[config.mk]
export PLATFORM = sky130hd
export DESIGN_NAME = testcore_gpio_incap
export DESIGN_NICKNAME = d
export VERILOG_FILES = /design/src/rtl/testcore_gpio_pkg.sv /design/src/rtl/testcore_gpio_debounce_bit.sv /design/src/rtl/testcore_gpio_incap.sv
export SDC_FILE = /design/constraint.sdc
export NUM_CORES = 1
export LEC_CHECK = 0
export CELL_PAD_IN_SITES_DETAIL_PLACEMENT = 1
export CELL_PAD_IN_SITES_GLOBAL_PLACEMENT = 1
export CORE_MARGIN = 4
export CORE_UTILIZATION = 40
export DETAILED_ROUTE_END_ITERATION = 7
export PLACE_DENSITY_LB_ADDON = 0.1
export SLEW_MARGIN = 0
export SYNTH_ARGS = -nofsm -noshare
export SYNTH_HDL_FRONTEND = slang
export SYNTH_HIERARCHICAL = 1
export SYNTH_SLANG_ARGS = --single-unit
[constraint.sdc]
create_clock -name clk -period 22.2 [get_ports clk]
set_input_delay 4.44 -clock clk [delete_from_list [all_inputs] [get_ports clk]]
set_output_delay 4.44 -clock clk [all_outputs]
set_load 0.02 [all_outputs]
[src/rtl/testcore_gpio_pkg.sv]
// testcore_gpio_pkg
//   Shared constants for the GPIO input-capture slice: Avalon word
//   addresses of the register map, default prescaler / debounce settings,
//   and the write-strobe decode used by the top.
package testcore_gpio_pkg;

  // Avalon word addresses (3-bit address bus).
  localparam logic [2:0] ADDR_FILT    = 3'd0;  // filtered pins, RO
  localparam logic [2:0] ADDR_IRQMASK = 3'd1;  // interrupt mask, RW
  localparam logic [2:0] ADDR_CAPTURE = 3'd2;  // sticky edge capture, R/W1C
  localparam logic [2:0] ADDR_RISE_EN = 3'd3;  // rising-edge enables, RW
  localparam logic [2:0] ADDR_FALL_EN = 3'd4;  // falling-edge enables, RW
  localparam logic [2:0] ADDR_RAW     = 3'd5;  // synchronised raw pins, RO

  localparam int DEF_WIDTH  = 28;
  localparam int DEF_DIV    = 1000;
  localparam int DEF_STABLE = 3;

  // One-hot write strobes for the writable registers.
  typedef struct packed {
    logic irqmask;
    logic capture;
    logic rise_en;
    logic fall_en;
  } wr_dec_t;

  // Decode an accepted write to its target register; RO and unused
  // addresses produce no strobe.
  function automatic wr_dec_t decode_wr(input logic [2:0] addr, input logic en);
    wr_dec_t d;
    d         = '0;
    d.irqmask = en && (addr == ADDR_IRQMASK);
    d.capture = en && (addr == ADDR_CAPTURE);
    d.rise_en = en && (addr == ADDR_RISE_EN);
    d.fall_en = en && (addr == ADDR_FALL_EN);
    return d;
  endfunction

endpackage

[src/rtl/testcore_gpio_debounce_bit.sv]
// testcore_gpio_debounce_bit
//   One pin lane: 2-FF synchroniser followed by a tick-sampled debounce
//   counter. The filtered level only follows the synchronised level after
//   STABLE consecutive ticks on which they disagree.
// Ports:
//   clk, reset  system clock, synchronous active-high reset
//   tick        shared sample strobe from the prescaler
//   pin         raw asynchronous pin level
//   raw         synchronised level (s2)
//   filt        debounced level
module testcore_gpio_debounce_bit #(
  parameter int STABLE = 3
) (
  input  logic clk,
  input  logic reset,
  input  logic tick,
  input  logic pin,
  output logic raw,
  output logic filt
);

  localparam int CW = $clog2(STABLE);

  logic          s1;
  logic [CW-1:0] cnt;

  always_ff @(posedge clk) begin
    if (reset) begin
      s1   <= 1'b0;
      raw  <= 1'b0;
      filt <= 1'b0;
      cnt  <= '0;
    end else begin
      s1  <= pin;
      raw <= s1;
      if (tick) begin
        if (raw != filt) begin
          // Third (STABLE-th) disagreeing tick commits the new level.
          if (cnt == CW'(STABLE - 1)) begin
            filt <= raw;
            cnt  <= '0;
          end else begin
            cnt <= cnt + 1'b1;
          end
        end else begin
          // Any agreeing tick restarts the run, so short glitches die here.
          cnt <= '0;
        end
      end
    end
  end

endmodule

[src/rtl/testcore_gpio_incap.sv]
// testcore_gpio_incap
//   Input conditioning and edge capture behind the GPIO pin block.
//   Pins are synchronised and debounced per bit, selected rising/falling
//   edges of the filtered level set sticky capture bits, and a masked OR of
//   the capture register drives a level interrupt. Registers are reached
//   over an Avalon-MM slave with one cycle of read latency.
// Ports:
//   clk, reset           system clock, synchronous active-high reset
//   pin_in[WIDTH]        raw pin levels (asynchronous)
//   address[3]           Avalon word address
//   chipselect, write_n  write accepted when chipselect & ~write_n
//   writedata[32]        write data
//   readdata[32]         registered read data (address of previous cycle)
//   filt_out[WIDTH]      debounced pin state
//   irq                  level interrupt, |(capture & irqmask), registered
module testcore_gpio_incap
  import testcore_gpio_pkg::*;
#(
  parameter int WIDTH  = DEF_WIDTH,
  parameter int DIV    = DEF_DIV,
  parameter int STABLE = DEF_STABLE
) (
  input  logic             clk,
  input  logic             reset,
  input  logic [WIDTH-1:0] pin_in,
  input  logic [2:0]       address,
  input  logic             chipselect,
  input  logic             write_n,
  input  logic [31:0]      writedata,
  output logic [31:0]      readdata,
  output logic [WIDTH-1:0] filt_out,
  output logic             irq
);

  localparam int PW = $clog2(DIV);

  // Zero-extend a pin-width vector onto the 32-bit data bus.
  function automatic logic [31:0] zx(input logic [WIDTH-1:0] v);
    logic [31:0] r;
    r            = '0;
    r[WIDTH-1:0] = v;
    return r;
  endfunction

  // ---------------------------------------------------------------------
  // Sample prescaler: tick on the last count of each DIV-cycle period, so
  // the first tick lands DIV cycles after reset release.
  // ---------------------------------------------------------------------
  logic [PW-1:0] pcnt;
  logic          tick;

  assign tick = (pcnt == PW'(DIV - 1));

  always_ff @(posedge clk) begin
    if (reset)     pcnt <= '0;
    else if (tick) pcnt <= '0;
    else           pcnt <= pcnt + 1'b1;
  end

  // ---------------------------------------------------------------------
  // Per-bit synchroniser + debounce, one lane per pin, shared tick.
  // ---------------------------------------------------------------------
  logic [WIDTH-1:0] raw;

  testcore_gpio_debounce_bit #(
    .STABLE (STABLE)
  ) u_db [WIDTH-1:0] (
    .clk   (clk),
    .reset (reset),
    .tick  (tick),
    .pin   (pin_in),
    .raw   (raw),
    .filt  (filt_out)
  );

  // ---------------------------------------------------------------------
  // Edge detect and control registers.
  // ---------------------------------------------------------------------
  logic [WIDTH-1:0] filt_d;
  logic [WIDTH-1:0] capture;
  logic [WIDTH-1:0] irqmask;
  logic [WIDTH-1:0] rise_en;
  logic [WIDTH-1:0] fall_en;
  logic [WIDTH-1:0] rise;
  logic [WIDTH-1:0] fall;
  logic [WIDTH-1:0] wdata;
  logic [WIDTH-1:0] clr;
  wr_dec_t          wdec;
  logic             unused_wdata;

  // Bits of writedata above WIDTH have no destination.
  assign unused_wdata = ^writedata;

  assign wdata = writedata[WIDTH-1:0];
  assign wdec  = decode_wr(address, chipselect & ~write_n);
  assign clr   = wdec.capture ? wdata : '0;

  // filt and filt_d both reset low, so leaving reset never fakes an edge.
  assign rise  =  filt_out & ~filt_d & rise_en;
  assign fall  = ~filt_out &  filt_d & fall_en;

  always_ff @(posedge clk) begin
    if (reset) begin
      filt_d  <= '0;
      capture <= '0;
      irqmask <= '0;
      rise_en <= '0;
      fall_en <= '0;
      irq     <= 1'b0;
    end else begin
      filt_d  <= filt_out;
      // Clear first, then OR in new edges: a simultaneous set wins.
      capture <= (capture & ~clr) | rise | fall;
      irq     <= |(capture & irqmask);
      if (wdec.irqmask) irqmask <= wdata;
      if (wdec.rise_en) rise_en <= wdata;
      if (wdec.fall_en) fall_en <= wdata;
    end
  end

  // ---------------------------------------------------------------------
  // Read path: registered every cycle regardless of chipselect; reads
  // have no side effects.
  // ---------------------------------------------------------------------
  logic [31:0] rd_mux;

  always_comb begin
    rd_mux = '0;
    case (address)
      ADDR_FILT:    rd_mux = zx(filt_out);
      ADDR_IRQMASK: rd_mux = zx(irqmask);
      ADDR_CAPTURE: rd_mux = zx(capture);
      ADDR_RISE_EN: rd_mux = zx(rise_en);
      ADDR_FALL_EN: rd_mux = zx(fall_en);
      ADDR_RAW:     rd_mux = zx(raw);
      default:      rd_mux = '0;
    endcase
  end

  always_ff @(posedge clk) begin
    if (reset) readdata <= '0;
    else       readdata <= rd_mux;
  end

endmodule
==> results.py <==
metrics = {
    "cells_and_area": {
        "post-route-util_pct": 49.14,
        "drive_gt1_share_pct": 9.568,
        "layout.nets": 1545,
        "num_antenna_cells": 0,
        "syn_to_final_growth_pct": 21.18,
    },
    "timing": {
        "max_slew_margin_pct": 38.51,
        "clock.fmax_ghz": 0.1521,
        "finClkSkew_ps": 13.02,
        "min_period_ps": 6574,
        "period_share_pct": 29.61,
        "maxSlewViolCount": 0,
        "finalWorstSetupSlack_ps": 15630,
        "hold_viol_final": 0,
        "rsz0062_at_grt": "false",
        "tns_ps": 0,
        "tightest_slew_ps": 922.4,
        "setup_violations": 0,
    },
    "pwr": {
        "switchingPower_uw": 283.7,
        "power.leakage_nw": 5.446,
        "clockPowerShare_pct": 48.7,
        "power_frac_comb_pct": 4.8,
        "ir_drop_v": 0.00004478,
        "p_seq_share_pct": 46.5,
        "report.power.total_mw": 1.260,
        "powerDensity_nw_per_um2": 78.60,
        "switching_share_pct": 22.52,
        "internal-power_uw": 976.2,
    },
    "detailed_routing": {
        "vias": 10411,
        "drtIter0Drc": 584,
        "final_antenna_net_count": 0,
        "wl_per_cell_um": 18.95,
        "drc_errors": 0,
        "routed_wl_mm": 36.90,
        "via_per_inst": 5.347,
        "firstDrtPassIters": 7,
    },
    "critical_path": {
        "end_kind": "flip-flop",
        "critPathMaxStageDelay_ps": 840,
        "crit_family": "buffers and inverters",
        "cp-start-kind": "primary input",
        "crit_required_ps": 22560,
        "cp_max_fo": 127,
        "crit_chain": "buf_8 -> buf_4 -> buf_4 -> or3b_2 -> o41ai_1",
        "path_class": "primary input to flip-flop",
        "arrival_ps": 6940,
        "cp_num_buf_inv": 3,
        "cpMostUsedCell": "buf_4",
        "critical-path-slowest-cell": "buf_4",
    },
    "die": {
        "fp.dieArea_um2": 36050,
        "core_area_um2": 32620,
        "boundaryPins": 128,
        "die-height_um": 189.9,
        "initial_core_util_pct": 40.56,
        "num_rows": 66,
        "die_x_um": 189.9,
    },
    "logic_synthesis": {
        "yosysTopAreaCell": "dfxtp_1",
        "synth.top_cell.area_share_pct": 48.27,
        "post_synth.cell_area_avg_um2": 9.727,
        "synth_area_leaders": "dfxtp_1, mux2i_1, nand3b_1, nor2b_1, nand2_1",
        "syn_inst": 1360,
        "yosys.cell_count.top_type": "dfxtp_1",
        "synth_edf_count": 0,
        "ys_types": 46,
        "netlist_area_um2": 13230,
        "ys_ff_latch": 319,
        "synth_ff_type": "dfxtp_1",
        "synth_common_cells": "dfxtp_1, nand2_1, nor2b_1, nand3b_1, mux2i_1",
        "yosysSeqAreaShare_pct": 48.27,
        "async_flop_share_pct": 0,
        "yosys_warnings": 6,
    },
    "min_path": {
        "hold_class": "flip-flop to flip-flop",
    },
    "cts": {
        "cts_num_sinks": 319,
        "cts-resized-gates": 0,
        "insertion_delay_ps": 520,
        "cts_buffers": 37,
        "postCtsSetupRepairBufs": 0,
        "root_buffer": "clkbuf_16",
        "cts_tree": "yes",
        "htreeDepth": 2,
        "clk_pin_slew_ps": 50,
        "cts_hold_buffers": 0,
        "cts_buffer_depth": 3,
    },
    "global_route": {
        "grt_max_degree": 128,
        "track_usage_pct": 19.94,
        "grt.overflow.total": 0,
        "grt_pass1_wl_mm": 58.53,
        "grt_pass1_vias": 10560,
        "antenna_found_initial": 2,
    },
    "placed_design": {
        "place.gp.congestion": 0.7796,
        "pre_cts_ws_ps": 15090,
        "hpwlAfterDp_mm": 23.43,
        "io_buffers": 119,
    },
    "flow_run": {
        "cap_viol_max_count": 0,
    },
    "outcome": {
        "outcome": "completed",
    },
}
==> power groups by stage <==
stage               Sequential, mW  Combinational (mW)  Clock [mW]
floorplan                    0.597              0.0306           0
global placement             0.598              0.0604           0
detailed placement           0.598              0.0610           0
CTS                          0.586              0.0614       0.628
global route                 0.586              0.0659       0.652
finish                       0.586              0.0608       0.613
==> per-stage QoR <==
stage / instance area, um2 / hold slack (ps) / std cells
CTS: 16030 / 439.0 / 1947
global placement: 14790 / 416.1 / 1880
detailed placement: 14790 / 426.2 / 1880
global route: 16030 / 455.0 / 1947
floorplan: 13240 / 413.8 / 1363
finish: 16030 / 437.8 / 1947
==> placed cells by master (no fill, tap or decap), types with 57 or more instances in the layout <==
cell type / count
dfxtp_1: 319
mux2i_1: 75
nand3b_1: 85
nor2_1: 67
inv_1: 59
nand2b_1: 57
nand2_1: 146
clkdlybuf4s50_1: 116
nor2b_1: 88
a21oi_1: 61
==> registers in the layout, summed over array words and instances, names as in the netlist, 10 cells and up <==
name / count
u_db/s1: 28
readdata: 28
u_db/raw: 28
u_db/filt: 28
filt_d: 28
fall_en: 28
u_db/cnt: 56
capture: 28
pcnt: 10
rise_en: 28
irqmask: 28
==> final timing paths <==
| path | startpoint | to | slack [ps] | cells after the start |
|---|---|---|---|---|
| worst max-delay path | reset | u_db[17]/cnt[1]$_SDFFE_PP0P_ | 15630 | 5 |
| worst min-delay path | u_db[23]/s1$_SDFF_PP0_ | u_db[23]/raw$_SDFF_PP0_ | 440 | 1 |
| worst max register to register | pcnt[0]$_SDFF_PP0_ | u_db[14]/cnt[0]$_SDFFE_PP0P_ | 19700 | 6 |
| worst min register to register | u_db[23]/s1$_SDFF_PP0_ | u_db[23]/raw$_SDFF_PP0_ | 440 | 1 |
==> layer usage <==
metal  up-vias  global-route usage [%]  part of all wire, %
li1       5075                       -                    -
met1      5089                   25.92                   46
met2       182                   34.09                   47
met3        61                   4.000                  4.7
met4         4                   5.120                  2.3
met5         -                       0                0.057
==> kinds of logic (layout without fill, tap and decap cells) <==
kind of cell             count (synthesis)  after routing  share of synthesized area, %
adder cells (fa/ha/maj)                  1              1                       0.09457
multiplexers                           110            110                         8.824
AO/OA/AOI/OAI                          252            252                         13.47
buffers and inverters                  119            261                         4.076
other                                    1              4                       0.02835
flip-flops                             319            319                         48.27
AND/OR/NAND/NOR                        522            522                         22.85
XOR/XNOR                                36             36                         2.383
==> worst register-to-register path: stages (launching register included) <==
cell     delay (ps)
dfxtp_1         350
ha_1            210
nand2_1         100
nor4_2          290
buf_4           770
or4b_1          550
o32ai_1         130
==> final cells by class <==
cell class | count | area, um2
timing repair buffer | 135 | 1306
sequential | 319 | 6386
multi-input combinational | 925 | 6322
inverter | 59 | 221.5
clock buffer | 59 | 1119
clock inverter | 8 | 122.6
fill | 3652 | 16590
tap | 442 | 553.0
Note: power is estimated with default switching activity, not from simulation.
